## src/rtl/cmt_xcript_seq.sv

```systemverilog
// Prover-side CMT transcript sequencer: issues one header per proof message, then routes its words.
// Define CMT_SEQ_MUXSEL_EN to prepend a MUXSEL rx message whose word is latched into muxsel.
`timescale 1ns/1ps
module cmt_xcript_seq #(
  parameter int FW      = 61,
  parameter int NLAYERS = 3,
  parameter int NROUNDS = 8,
  parameter int NIN     = 16,
  parameter int NOUT    = 8,
  parameter int NQ0     = 3,
  parameter int NH      = 5,
  parameter int NQI     = 4,
  parameter int NMUX    = 4
) (
  input  logic            clk,
  input  logic            rstb,
  input  logic            start,
  input  logic            abort,
  output logic            hdr_valid,
  input  logic            hdr_ready,
  output logic [2:0]      hdr_type,
  output logic [7:0]      hdr_layer,
  output logic [7:0]      hdr_round,
  output logic [15:0]     hdr_len,
  input  logic [FW-1:0]   pv_data,
  input  logic            pv_valid,
  output logic            pv_ready,
  output logic [FW-1:0]   tx_data,
  output logic            tx_valid,
  input  logic            tx_ready,
  input  logic [FW-1:0]   rx_data,
  input  logic            rx_valid,
  output logic            rx_ready,
  output logic [FW-1:0]   vd_data,
  output logic            vd_valid,
  input  logic            vd_ready,
  output logic [NMUX-1:0] muxsel,
  output logic            busy,
  output logic            done
);

  // Message type codes, mirroring the CMT_* values of verifier_interface_defs.v
  localparam logic [2:0] CMT_INPUT  = 3'd0;
  localparam logic [2:0] CMT_OUTPUT = 3'd1;
  localparam logic [2:0] CMT_Q0     = 3'd2;
  localparam logic [2:0] CMT_F012   = 3'd3;
  localparam logic [2:0] CMT_R      = 3'd4;
  localparam logic [2:0] CMT_H      = 3'd5;
  localparam logic [2:0] CMT_QI     = 3'd6;
  localparam logic [2:0] CMT_MUXSEL = 3'd7;

  localparam logic [7:0] LAST_ROUND = 8'(NROUNDS - 1);
  localparam logic [7:0] LAST_LAYER = 8'(NLAYERS - 1);

  typedef enum logic [1:0] {IDLE, HDR, DATA, DONE} state_t;

  state_t      state_q, state_d;
  logic [15:0] wcnt;
  logic [2:0]  nxt_type;
  logic [7:0]  nxt_layer, nxt_round;
  logic        final_msg, is_tx, is_mux, active, xfer, last_word, load_hdr, hdr_acc;

  function automatic logic [15:0] msg_len(input logic [2:0] t);
    case (t)
      CMT_INPUT:  msg_len = 16'(NIN);
      CMT_OUTPUT: msg_len = 16'(NOUT);
      CMT_Q0:     msg_len = 16'(NQ0);
      CMT_F012:   msg_len = 16'd3;
      CMT_H:      msg_len = 16'(NH);
      CMT_QI:     msg_len = 16'(NQI);
      default:    msg_len = 16'd1;
    endcase
  endfunction

  // The current header registers double as the transcript position; derive the following message.
  always_comb begin
    nxt_type  = CMT_INPUT;
    nxt_layer = hdr_layer;
    nxt_round = 8'd0;
    final_msg = 1'b0;
    if (state_q == IDLE) begin
      nxt_layer = 8'd0;
`ifdef CMT_SEQ_MUXSEL_EN
      nxt_type = CMT_MUXSEL;
`endif
    end else begin
      case (hdr_type)
        CMT_MUXSEL: nxt_type = CMT_INPUT;
        CMT_INPUT:  nxt_type = CMT_OUTPUT;
        CMT_OUTPUT: nxt_type = CMT_Q0;
        CMT_Q0: begin
          nxt_type  = CMT_F012;
          nxt_layer = 8'd0;
        end
        CMT_F012: begin
          nxt_type  = CMT_R;
          nxt_round = hdr_round;
        end
        CMT_R: begin
          if (hdr_round == LAST_ROUND) begin
            nxt_type = CMT_H;
          end else begin
            nxt_type  = CMT_F012;
            nxt_round = hdr_round + 8'd1;
          end
        end
        CMT_H: begin
          if (hdr_layer == LAST_LAYER) begin
            nxt_type  = CMT_H;
            final_msg = 1'b1;
          end else begin
            nxt_type  = CMT_QI;
            nxt_layer = hdr_layer + 8'd1;
          end
        end
        CMT_QI: nxt_type = CMT_F012;
      endcase
    end
  end

  always_comb begin
    active    = (state_q == DATA) && !abort;
    is_tx     = (hdr_type == CMT_OUTPUT) || (hdr_type == CMT_F012) || (hdr_type == CMT_H);
    is_mux    = (hdr_type == CMT_MUXSEL);
    tx_valid  = 1'b0;
    pv_ready  = 1'b0;
    tx_data   = '0;
    vd_valid  = 1'b0;
    rx_ready  = 1'b0;
    vd_data   = '0;
    xfer      = 1'b0;
    if (active) begin
      if (is_tx) begin
        tx_valid = pv_valid;
        pv_ready = tx_ready;
        tx_data  = pv_data;
        xfer     = pv_valid && tx_ready;
      end else if (is_mux) begin
        rx_ready = 1'b1;
        xfer     = rx_valid;
      end else begin
        vd_valid = rx_valid;
        rx_ready = vd_ready;
        vd_data  = rx_data;
        xfer     = rx_valid && vd_ready;
      end
    end
    last_word = (wcnt == hdr_len - 16'd1);
  end

  always_comb begin
    state_d   = state_q;
    hdr_valid = 1'b0;
    busy      = (state_q == HDR) || (state_q == DATA);
    done      = (state_q == DONE);
    case (state_q)
      IDLE: if (start) state_d = HDR;
      HDR: begin
        hdr_valid = !abort;
        if (hdr_ready) state_d = DATA;
      end
      DATA: if (xfer && last_word) state_d = final_msg ? DONE : HDR;
      DONE: state_d = IDLE;
    endcase
    if (abort) state_d = IDLE;
    hdr_acc  = hdr_valid && hdr_ready;
    load_hdr = ((state_q == IDLE) && start) || (xfer && last_word && !final_msg);
  end

  always_ff @(posedge clk or negedge rstb) begin
    if (!rstb) state_q <= IDLE;
    else       state_q <= state_d;
  end

  // Header fields only change when entering HDR, so they stay put while a header is stalled.
  always_ff @(posedge clk or negedge rstb) begin
    if (!rstb) begin
      wcnt      <= '0;
      hdr_type  <= '0;
      hdr_layer <= '0;
      hdr_round <= '0;
      hdr_len   <= '0;
    end else if (abort || state_q == DONE) begin
      wcnt      <= '0;
      hdr_type  <= '0;
      hdr_layer <= '0;
      hdr_round <= '0;
      hdr_len   <= '0;
    end else begin
      if (load_hdr) begin
        hdr_type  <= nxt_type;
        hdr_layer <= nxt_layer;
        hdr_round <= nxt_round;
        hdr_len   <= msg_len(nxt_type);
      end
      if (hdr_acc)   wcnt <= '0;
      else if (xfer) wcnt <= last_word ? 16'd0 : wcnt + 16'd1;
    end
  end

`ifdef CMT_SEQ_MUXSEL_EN
  logic [NMUX-1:0] muxsel_q;

  always_ff @(posedge clk or negedge rstb) begin
    if (!rstb)               muxsel_q <= '0;
    else if (xfer && is_mux) muxsel_q <= rx_data[NMUX-1:0];
  end

  assign muxsel = muxsel_q;
`else
  assign muxsel = '0;
`endif

endmodule

```

## config.mk

```make
export PLATFORM = sky130hd
export DESIGN_NAME = cmt_xcript_seq
export DESIGN_NICKNAME = d
export VERILOG_FILES = /design/src/rtl/cmt_xcript_seq.sv
export SDC_FILE = /design/constraint.sdc
export NUM_CORES = 1
export LEC_CHECK = 0
export CAP_MARGIN = 20
export CORE_MARGIN = 10
export CORE_UTILIZATION = 37
export CTS_BUF_LIST = sky130_fd_sc_hd__clkbuf_8
export CTS_CLUSTER_DIAMETER = 80
export CTS_CLUSTER_SIZE = 24
export DETAILED_ROUTE_END_ITERATION = 10
export GPL_TIMING_DRIVEN = 0
export HOLD_SLACK_MARGIN = 0.15
export PLACE_DENSITY = 0.93
export SETUP_SLACK_MARGIN = 0.2
export SYNTH_ARGS = -nofsm -noshare
export SYNTH_HDL_FRONTEND = slang
export SYNTH_SLANG_ARGS = --single-unit
```

## constraint.sdc

```tcl
create_clock -name clk -period 6.7 [get_ports clk]
set_input_delay 1.34 -clock clk [delete_from_list [all_inputs] [get_ports clk]]
set_output_delay 1.34 -clock clk [all_outputs]
set_load 0.005 [all_outputs]
```

==> report_table.html, run 1 <==
<table>
<tr><th>Metric</th><th>Value</th></tr>
<tr><th colspan="2">Run</th></tr>
<tr><td>Maximum Capacitance Violations</td><td>0</td></tr>
<tr><th colspan="2">Synthesis</th></tr>
<tr><td>YS warnings</td><td>0</td></tr>
<tr><td>Cell count after synthesis</td><td>476</td></tr>
<tr><td>Biggest area contributors in the synthesized netlist</td><td>sky130_fd_sc_hd__dfrtp_1 (28%), sky130_fd_sc_hd__and2_1 (21%), sky130_fd_sc_hd__nand2_1 (3.7%)</td></tr>
<tr><td>Most used DFF post-synth</td><td>sky130_fd_sc_hd__dfrtp_1</td></tr>
<tr><td>Area share of the largest cell type after synthesis</td><td>28.1%</td></tr>
<tr><td>Most repeated cell in the gate-level netlist after synthesis</td><td>sky130_fd_sc_hd__and2_1</td></tr>
<tr><td>Avg Inst Size Synth</td><td>7.85 sq um</td></tr>
<tr><td>Distinct cell type count after synthesis</td><td>57</td></tr>
<tr><td>Share of async-settable or async-resettable flops after synthesis</td><td>100%</td></tr>
<tr><td>Top cell types by occurrence after synthesis</td><td>sky130_fd_sc_hd__and2_1 (126), sky130_fd_sc_hd__dfrtp_1 (42), sky130_fd_sc_hd__nand2_1 (37)</td></tr>
<tr><td>Post-synth EDFFs</td><td>0</td></tr>
<tr><td>Post-synthesis cell area</td><td>0.00374 sq mm</td></tr>
<tr><td>Register bit count reported by yosys</td><td>42</td></tr>
<tr><td>Largest area contributor in the netlist</td><td>sky130_fd_sc_hd__dfrtp_1</td></tr>
<tr><td>Sequential cell area fraction in the yosys report</td><td>28.1%</td></tr>
<tr><th colspan="2">Place</th></tr>
<tr><td>Count of port buffers added during placement</td><td>283</td></tr>
<tr><td>Half-perimeter wire length after placement</td><td>17000 um</td></tr>
<tr><td>Gpl congestion</td><td>0.945</td></tr>
<tr><th colspan="2">Worst setup path</th></tr>
<tr><td>Start of the worst register-to-register path</td><td>hdr_len[0]$_DFFE_PN0P_</td></tr>
<tr><td>Kind of cell adding the most delay to the critical path</td><td>buffers and inverters</td></tr>
<tr><td>CP peak stage delay</td><td>0.57 ns</td></tr>
<tr><td>Crit. End Element</td><td>output pin</td></tr>
<tr><td>Critical Path Fanout Max</td><td>10</td></tr>
<tr><td>Number of cell instances on the worst register-to-register path</td><td>11</td></tr>
<tr><td>Buffers &amp; Inverters on Critical Path</td><td>5</td></tr>
<tr><td>Crit path depth</td><td>8</td></tr>
<tr><td>Cell Chain, Critical Path</td><td>clkdlybuf4s50_1, clkbuf_1, nor2b_1, and3_1, clkbuf_1, clkbuf_1, and2_1, clkdlybuf4s50_1</td></tr>
<tr><td>Critical path startpoint category</td><td>input pin</td></tr>
<tr><td>Worst path most repeated cell</td><td>sky130_fd_sc_hd__clkbuf_1</td></tr>
<tr><td>Terminus of the critical flop-to-flop path</td><td>wcnt[13]$_DFFE_PN0P_</td></tr>
<tr><td>Setup slack, reg-to-reg</td><td>3.65 ns</td></tr>
<tr><td>Critical path start-end classification</td><td>in2out</td></tr>
<tr><td>CP max stage cell</td><td>sky130_fd_sc_hd__clkdlybuf4s50_1</td></tr>
<tr><td>Data required, critical path</td><td>5.36 ns</td></tr>
<tr><td>Arrival @ worst endpoint</td><td>3.69 ns</td></tr>
<tr><th colspan="2">Detailed routing</th></tr>
<tr><td>Drc violations</td><td>0</td></tr>
<tr><td>Average wire length per cell after detail routing</td><td>21.1 um</td></tr>
<tr><td>M1 wire length</td><td>6770 um</td></tr>
<tr><td>Number of antenna-violating nets in the routed design</td><td>0</td></tr>
<tr><td>Via count of the routed design</td><td>4571</td></tr>
<tr><td>Highest routed layer</td><td>met5</td></tr>
<tr><td>Detail Route met3 WL</td><td>1680 um</td></tr>
<tr><td>Final WL</td><td>19300 um</td></tr>
<tr><td>First-pass DRT Iterations</td><td>5</td></tr>
<tr><td>Violation count after the first detailed-route iteration</td><td>225</td></tr>
<tr><td>Average vias per placed instance</td><td>5.00</td></tr>
<tr><td>Met2 layer wire length in the routed design</td><td>10500 um</td></tr>
<tr><th colspan="2">Clock network</th></tr>
<tr><td>TritonCTS clock tree</td><td>built</td></tr>
<tr><td>Clock insertion delay at the later pin of the skew report</td><td>0.30 ns</td></tr>
<tr><td>Number of clock buffers inserted by TritonCTS</td><td>5</td></tr>
<tr><td>Resize count post-CTS</td><td>0</td></tr>
<tr><td>Number of buffers inserted by hold repair at cts</td><td>0</td></tr>
<tr><td>H-tree depth</td><td>2</td></tr>
<tr><td>Clock net sink count</td><td>42</td></tr>
<tr><td>Root buf cell</td><td>sky130_fd_sc_hd__clkbuf_8</td></tr>
<tr><td>Post-CTS repair timing setup buffer count</td><td>0</td></tr>
<tr><td>Clock edge transition at the registers on the reported setup and hold paths</td><td>0.08 ns</td></tr>
<tr><td>Clock Tree Buf Depth</td><td>2</td></tr>
<tr><th colspan="2">STA</th></tr>
<tr><td>Final hold violations</td><td>0</td></tr>
<tr><td>Setup total negative slack</td><td>0 ns</td></tr>
<tr><td>Crit path time final</td><td>5.03 ns</td></tr>
<tr><td>Setup-failing EPs final</td><td>0</td></tr>
<tr><td>Slew at the pin closest to its max-slew limit</td><td>0.943 ns</td></tr>
<tr><td>Maximum operating frequency</td><td>0.199 GHz</td></tr>
<tr><td>RSZ-0062 raised after global routing</td><td>no</td></tr>
<tr><td>Final number of max-transition violations</td><td>0</td></tr>
<tr><td>Final clock period utilization by the worst path</td><td>75.1%</td></tr>
<tr><td>Setup skew after layout</td><td>0.00845 ns</td></tr>
<tr><td>Relative slew margins</td><td>36.1%</td></tr>
<tr><th colspan="2">Final layout</th></tr>
<tr><td>Nets</td><td>922</td></tr>
<tr><td>Diodes inserted</td><td>0</td></tr>
<tr><td>Filler instances</td><td>771</td></tr>
<tr><td>Utilization after layout</td><td>70.1%</td></tr>
<tr><td>Share of layout cells above drive strength 1</td><td>5.38%</td></tr>
<tr><td>Area overhead of the layout relative to synthesis</td><td>84.1%</td></tr>
<tr><th colspan="2">Die</th></tr>
<tr><td>Vertical die dimension</td><td>121 um</td></tr>
<tr><td>Std-Cell Core Area</td><td>0.00982 sq mm</td></tr>
<tr><td>Starting utilization of the core area</td><td>38.1%</td></tr>
<tr><td>Floorplan die width</td><td>121 um</td></tr>
<tr><td>I/O pins</td><td>299</td></tr>
<tr><td>Floorplan row count</td><td>36</td></tr>
<tr><td>Die area</td><td>0.0145 sq mm</td></tr>
<tr><th colspan="2">Outcome</th></tr>
<tr><td>Status</td><td>finished clean</td></tr>
<tr><th colspan="2">Worst hold path</th></tr>
<tr><td>Worst hold endpoint</td><td>state_q[0]$_DFFE_PN0P_</td></tr>
<tr><td>Startpoint of the most critical hold path</td><td>state_q[0]$_DFFE_PN0P_</td></tr>
<tr><td>Number of cells on the worst hold path</td><td>1</td></tr>
<tr><td>Type of the worst min-delay path</td><td>reg2reg</td></tr>
<tr><th colspan="2">GRT</th></tr>
<tr><td>Total routing resource utilization after global routing</td><td>24.9%</td></tr>
<tr><td>Largest net degree at the start of global routing</td><td>31</td></tr>
<tr><td>Via count of the first global-routing pass</td><td>4571</td></tr>
<tr><td>Antenna violations before repair</td><td>3</td></tr>
<tr><td>Total congestion overflow after global routing</td><td>0</td></tr>
<tr><td>First-pass GRT wire length</td><td>28100 um</td></tr>
<tr><th colspan="2">Power and ir drop</th></tr>
<tr><td>LEAKAGE</td><td>2.85 nW</td></tr>
<tr><td>Maximum resistive drop on vdd</td><td>0.0000966 V</td></tr>
<tr><td>Power density cells</td><td>112 mW/mm^2</td></tr>
</table>
how the worst max path moves through the flow:
stage | start | endpoint
2_1_floorplan | abort | tx_data[0]
3_3_place_gp | abort | tx_data[19]
3_5_place_dp | abort | tx_data[19]
4_1_cts | abort | tx_data[11]
5_1_grt | abort | tx_data[13]
6_report | abort | tx_data[19]
metrics by stage:
stage	area [sq um]	total power, mW	std cells	worst slack [ns]	hold slack [ns]
after detailed placement	6810	0.620	907	1.66	0.588
after global routing	6880	0.810	914	1.48	0.628
after CTS	6880	0.770	914	1.65	0.605
final	6880	0.768	914	1.67	0.604
after floorplan	3790	0.420	490	2.97	0.519
after global placement	6790	0.608	906	1.65	0.540
worst reg2reg max path, delay by kind of cell (launching register included):
family | cells | cell delay [ns]
xor+xnor | 1 | 0.14
buf+inv | 2 | 0.39
compound gates | 4 | 1.04
flops | 1 | 0.46
fa+ha+maj | 2 | 0.53
simple gates | 2 | 0.38
cells in the final DEF, fill, tap and decap left out, drive strengths merged, types with 7 or more instances in the layout:
cell and n:
clkdlybuf4s50 282, and2 126, dfrtp 42, nand2 37, clkbuf 28, nor2 26, nand3 22, buf 20
o21ai 18, inv 17, nor3 16, conb 15, and3 10, ha 10, a21oi 9, xnor2 9
xor2 7
report_power, final:
group | switching (mW) | leakage (nW) | internal, mW | total, mW
clock network | 0.0824 | 0.0466 | 0.0688 | 0.151
logic | 0.151 | 2.22 | 0.193 | 0.344
registers | 0.0121 | 0.584 | 0.261 | 0.273
layout make-up:
| type | instances | area, sq um | area share [%] |
|---|---|---|---|
| well taps | 133 | 166 | 2.42 |
| flip-flops and latches | 42 | 1050 | 15.3 |
| clock buffers | 5 | 68.8 | 1.00 |
| inverters | 15 | 56.3 | 0.818 |
| clock inverters | 2 | 7.51 | 0.109 |
| repair buffers | 284 | 2850 | 41.4 |
| multi-input cells | 392 | 2470 | 35.8 |
| plain buffers | 41 | 218 | 3.16 |
layer usage:
layer  up-vias  track usage (%)
met2       211             47.0
met3        25             8.42
met1      2140             26.0
li1       2189                -
met5         -                0
met4         6             4.90
cells by family after synthesis:
kind of cell,after synthesis,share of synthesized area [%]
and+or+nand+nor,278,42.5
AOI/OAI and AO/OA,69,13.6
adders and majority gates,10,3.35
buffers and inverters,56,7.33
xor gates and xnor gates,16,3.75
DFF,42,28.1
other,1,0.100
muxes,4,1.27
flip-flops by register name, indices dropped and copies added (netlist names):
name and flops:
wcnt 16, hdr_layer 8, hdr_round 8, hdr_len 5, hdr_type 3, state_q 2
No activity file was read; power rests on OpenSTA's default activity.
==> run 2, diff against run 1 <==
- CORE_UTILIZATION: 37 -> 31
- PLACE_DENSITY: 0.93 -> 0.84
- clock period: 6.7 -> 4.39 ns (I/O delays scaled with it)
==> run 2 against run 1 <==
Sequential share of layout area fell by 0.094 points. Count of clock-buffer cells in the layout is the same. Combinational power increased by 52%. Hold slack worse by 0.16 ns. Die area up 16%. Clock skew grew 0.0037 ns. Register-to-register slack worse by 2.3 ns. Core utilization shrank 12 points. Global-route usage decreased by 4.8 points. First-iteration DRC count is 26% lower. Critical path type unchanged. Largest cell class unchanged.
==> report_table.html, run 2 (same netlist as run 1, synthesis figures left out) <==
<table>
<tr><th>Metric</th><th>Value</th></tr>
<tr><th colspan="2">Clock network</th></tr>
<tr><td>Post-CTS repair timing setup buffer count</td><td>0 (unchanged)</td></tr>
<tr><td>H-tree depth</td><td>2 (unchanged)</td></tr>
<tr><td>Clock insertion delay at the later pin of the skew report</td><td>0.31 ns (about the same)</td></tr>
<tr><td>Clock net sink count</td><td>42 (unchanged)</td></tr>
<tr><td>Root buf cell</td><td>sky130_fd_sc_hd__clkbuf_8</td></tr>
<tr><td>Number of buffers inserted by hold repair at cts</td><td>0 (unchanged)</td></tr>
<tr><td>TritonCTS clock tree</td><td>built</td></tr>
<tr><td>Clock Tree Buf Depth</td><td>2 (unchanged)</td></tr>
<tr><td>Clock edge transition at the registers on the reported setup and hold paths</td><td>0.09 ns (about the same)</td></tr>
<tr><td>Number of clock buffers inserted by TritonCTS</td><td>5 (unchanged)</td></tr>
<tr><th colspan="2">Worst setup path</th></tr>
<tr><td>CP peak stage delay</td><td>0.57 ns (about the same)</td></tr>
<tr><td>Arrival @ worst endpoint</td><td>3.17 ns (-0.52 ns)</td></tr>
<tr><td>Kind of cell adding the most delay to the critical path</td><td>buffers and inverters</td></tr>
<tr><td>Critical path start-end classification</td><td>in2out</td></tr>
<tr><td>Setup slack, reg-to-reg</td><td>1.31 ns (-2.34 ns)</td></tr>
<tr><td>Critical path startpoint category</td><td>input pin</td></tr>
<tr><td>CP max stage cell</td><td>sky130_fd_sc_hd__clkdlybuf4s50_1</td></tr>
<tr><td>Number of cell instances on the worst register-to-register path</td><td>11 (unchanged)</td></tr>
<tr><td>Crit. End Element</td><td>output pin</td></tr>
<tr><td>Start of the worst register-to-register path</td><td>hdr_len[0]$_DFFE_PN0P_</td></tr>
<tr><td>Buffers &amp; Inverters on Critical Path</td><td>5 (unchanged)</td></tr>
<tr><td>Cell Chain, Critical Path</td><td>clkdlybuf4s50_1, clkbuf_1, nor2b_1, and3_1, clkbuf_2, clkbuf_1, and2_1, clkdlybuf4s50_1</td></tr>
<tr><td>Terminus of the critical flop-to-flop path</td><td>wcnt[10]$_DFFE_PN0P_</td></tr>
<tr><td>Critical Path Fanout Max</td><td>10 (unchanged)</td></tr>
<tr><td>Data required, critical path</td><td>3.51 ns (-1.85 ns)</td></tr>
<tr><th colspan="2">Die</th></tr>
<tr><td>Floorplan die width</td><td>130 um (+7.7%)</td></tr>
<tr><td>Die area</td><td>0.0169 sq mm (+16%)</td></tr>
<tr><td>Starting utilization of the core area</td><td>31.4% (-6.7 points)</td></tr>
<tr><td>I/O pins</td><td>299 (unchanged)</td></tr>
<tr><td>Vertical die dimension</td><td>130 um (+7.7%)</td></tr>
<tr><td>Floorplan row count</td><td>40 (+11%)</td></tr>
<tr><td>Std-Cell Core Area</td><td>0.0119 sq mm (+21%)</td></tr>
<tr><th colspan="2">Final layout</th></tr>
<tr><td>Diodes inserted</td><td>0 (unchanged)</td></tr>
<tr><td>Cell area after layout</td><td>0.00692 sq mm (+0.62%)</td></tr>
<tr><td>Final Instance Count excl. Fillers</td><td>930 (+1.8%)</td></tr>
<tr><td>Commonest non-fill, non-tap cell in the layout</td><td>sky130_fd_sc_hd__clkdlybuf4s50_1</td></tr>
<tr><td>Largest registers</td><td>wcnt x16, hdr_layer x8, hdr_round x8</td></tr>
<tr><td>Share of layout cells above drive strength 1</td><td>6.13% (+0.75 points)</td></tr>
<tr><td>Most used cells in the layout excluding fill and tap cells</td><td>sky130_fd_sc_hd__clkdlybuf4s50_1 (282), sky130_fd_sc_hd__and2_1 (126), sky130_fd_sc_hd__dfrtp_1 (42), sky130_fd_sc_hd__nand2_1 (37), sky130_fd_sc_hd__nor2_1 (25)</td></tr>
<tr><td>Flip-flop count of the largest register, all copies and words added</td><td>16 (unchanged)</td></tr>
<tr><td>Area overhead of the layout relative to synthesis</td><td>85.2%</td></tr>
<tr><td>Nets</td><td>923 (+0.11%)</td></tr>
<tr><td>Register with the highest flop count</td><td>wcnt</td></tr>
<tr><th colspan="2">Outcome</th></tr>
<tr><td>Status</td><td>finished clean</td></tr>
<tr><th colspan="2">Detailed routing</th></tr>
<tr><td>Drc violations</td><td>0 (unchanged)</td></tr>
<tr><td>Via count of the routed design</td><td>4390 (-4.0%)</td></tr>
<tr><td>Average vias per placed instance</td><td>4.72 (-5.6%)</td></tr>
<tr><td>Average wire length per cell after detail routing</td><td>19.5 um (-7.7%)</td></tr>
<tr><td>First-pass DRT Iterations</td><td>7 (+2)</td></tr>
<tr><td>Final WL</td><td>18100 um (-6.1%)</td></tr>
<tr><td>Number of antenna-violating nets in the routed design</td><td>0 (unchanged)</td></tr>
<tr><td>Violation count after the first detailed-route iteration</td><td>167 (-26%)</td></tr>
<tr><th colspan="2">Place</th></tr>
<tr><td>Cell count after placement</td><td>921 (+1.5%)</td></tr>
<tr><td>Gpl congestion</td><td>0.840 (-11%)</td></tr>
<tr><td>Half-perimeter wire length after placement</td><td>15900 um (-6.6%)</td></tr>
<tr><td>Count of port buffers added during placement</td><td>283 (unchanged)</td></tr>
<tr><td>Total placed instance area</td><td>0.00682 sq mm (+0.26%)</td></tr>
<tr><th colspan="2">STA</th></tr>
<tr><td>Maximum operating frequency</td><td>0.247 GHz</td></tr>
<tr><td>Final hold violations</td><td>0 (unchanged)</td></tr>
<tr><td>Setup-failing EPs final</td><td>0 (unchanged)</td></tr>
<tr><td>Final number of max-transition violations</td><td>0 (unchanged)</td></tr>
<tr><td>Setup total negative slack</td><td>0 ns (unchanged)</td></tr>
<tr><td>Setup skew after layout</td><td>0.0122 ns (+0.00370 ns)</td></tr>
<tr><td>Crit path time final</td><td>4.05 ns</td></tr>
<tr><td>Slew at the pin closest to its max-slew limit</td><td>0.778 ns (-0.165 ns)</td></tr>
<tr><td>RSZ-0062 raised after global routing</td><td>no</td></tr>
<tr><td>Final clock period utilization by the worst path</td><td>92.3%</td></tr>
<tr><td>Relative slew margins</td><td>47.7% (+12 points)</td></tr>
<tr><th colspan="2">Power and ir drop</th></tr>
<tr><td>Overall power</td><td>1.21 mW (+58%)</td></tr>
<tr><td>Power density cells</td><td>175 mW/mm^2 (+57%)</td></tr>
<tr><td>Maximum resistive drop on vdd</td><td>0.0000989 V (+2.4%)</td></tr>
<tr><td>LEAKAGE</td><td>2.85 nW (about the same)</td></tr>
<tr><th colspan="2">Worst hold path</th></tr>
<tr><td>Type of the worst min-delay path</td><td>in2async</td></tr>
<tr><th colspan="2">Run</th></tr>
<tr><td>Maximum Capacitance Violations</td><td>0 (unchanged)</td></tr>
<tr><th colspan="2">GRT</th></tr>
<tr><td>Total routing resource utilization after global routing</td><td>20.0% (-4.8 points)</td></tr>
<tr><td>Largest net degree at the start of global routing</td><td>31 (unchanged)</td></tr>
<tr><td>First-pass GRT wire length</td><td>26200 um (-6.7%)</td></tr>
<tr><td>Total congestion overflow after global routing</td><td>0 (unchanged)</td></tr>
<tr><td>Antenna violations before repair</td><td>1 (-2)</td></tr>
<tr><td>Via count of the first global-routing pass</td><td>4257 (-6.9%)</td></tr>
</table>
-- run 2: worst register-to-register path, cell delays in order (launching register included) --
cell                        delay [ns]
sky130_fd_sc_hd__dfrtp_1          0.47
sky130_fd_sc_hd__inv_1            0.09
sky130_fd_sc_hd__ha_1             0.19
sky130_fd_sc_hd__nor3b_1          0.23
sky130_fd_sc_hd__ha_1             0.29
sky130_fd_sc_hd__xor2_1           0.14
sky130_fd_sc_hd__o2111ai_1        0.12
sky130_fd_sc_hd__a21oi_1          0.50
sky130_fd_sc_hd__nand3_2          0.22
sky130_fd_sc_hd__clkbuf_1         0.33
sky130_fd_sc_hd__a32oi_1          0.27
sky130_fd_sc_hd__o22ai_1          0.11
-- run 2: final cells by class --
class / instances / area (sq um)
inverters: 15 / 56.3
well taps: 147 / 184
multi-input cells: 392 / 2470
clock inverters: 3 / 23.8
flip-flops and latches: 42 / 1050
repair buffers: 285 / 2850
fillers: 1053 / 4990
plain buffers: 41 / 219
clock buffers: 5 / 68.8
-- run 2: how the worst max path moves through the flow --
stage               startpoint           to  slack, ns  cells past startpoint
floorplan                abort   tx_data[0]       1.59                      6
global placement         abort  tx_data[17]       0.17                      8
detailed placement       abort  tx_data[15]       0.17                      8
CTS                      abort   vd_data[4]       0.25                      6
global route             abort  tx_data[15]       0.20                      8
finish                   abort  tx_data[13]       0.34                      8
-- run 2: timing repair --
action                                  4_1_cts  5_1_grt
endpoints found under the hold margin         0        0
endpoints found under the setup margin       21        6
resized for setup                             1        1
-- run 2: power breakdown --
group / internal, mW / switching, mW
clock: 0.114 / 0.154
sequential: 0.398 / 0.0212
combinational: 0.298 / 0.225
-- run 2: per-stage QoR --
| step | hold slack [ns] | setup WS, ns | utilization (%) |
|---|---|---|---|
| after floorplan | 0.519 | 1.59 | - |
| after global placement | 0.552 | 0.170 | 57.2 |
| after detailed placement | 0.575 | 0.173 | 57.3 |
| after CTS | 0.454 | 0.254 | 58.1 |
| after global routing | 0.464 | 0.203 | 58.1 |
| final | 0.448 | 0.338 | 58.1 |
-- run 2: routing by layer --
layer	part of all wire [%]	track usage (%)	routed length, um
met2	56	38.6	10200
met3	7.8	5.92	1420
met4	0.58	2.98	105
met1	35	21.3	6400
met5	0.039	0	7
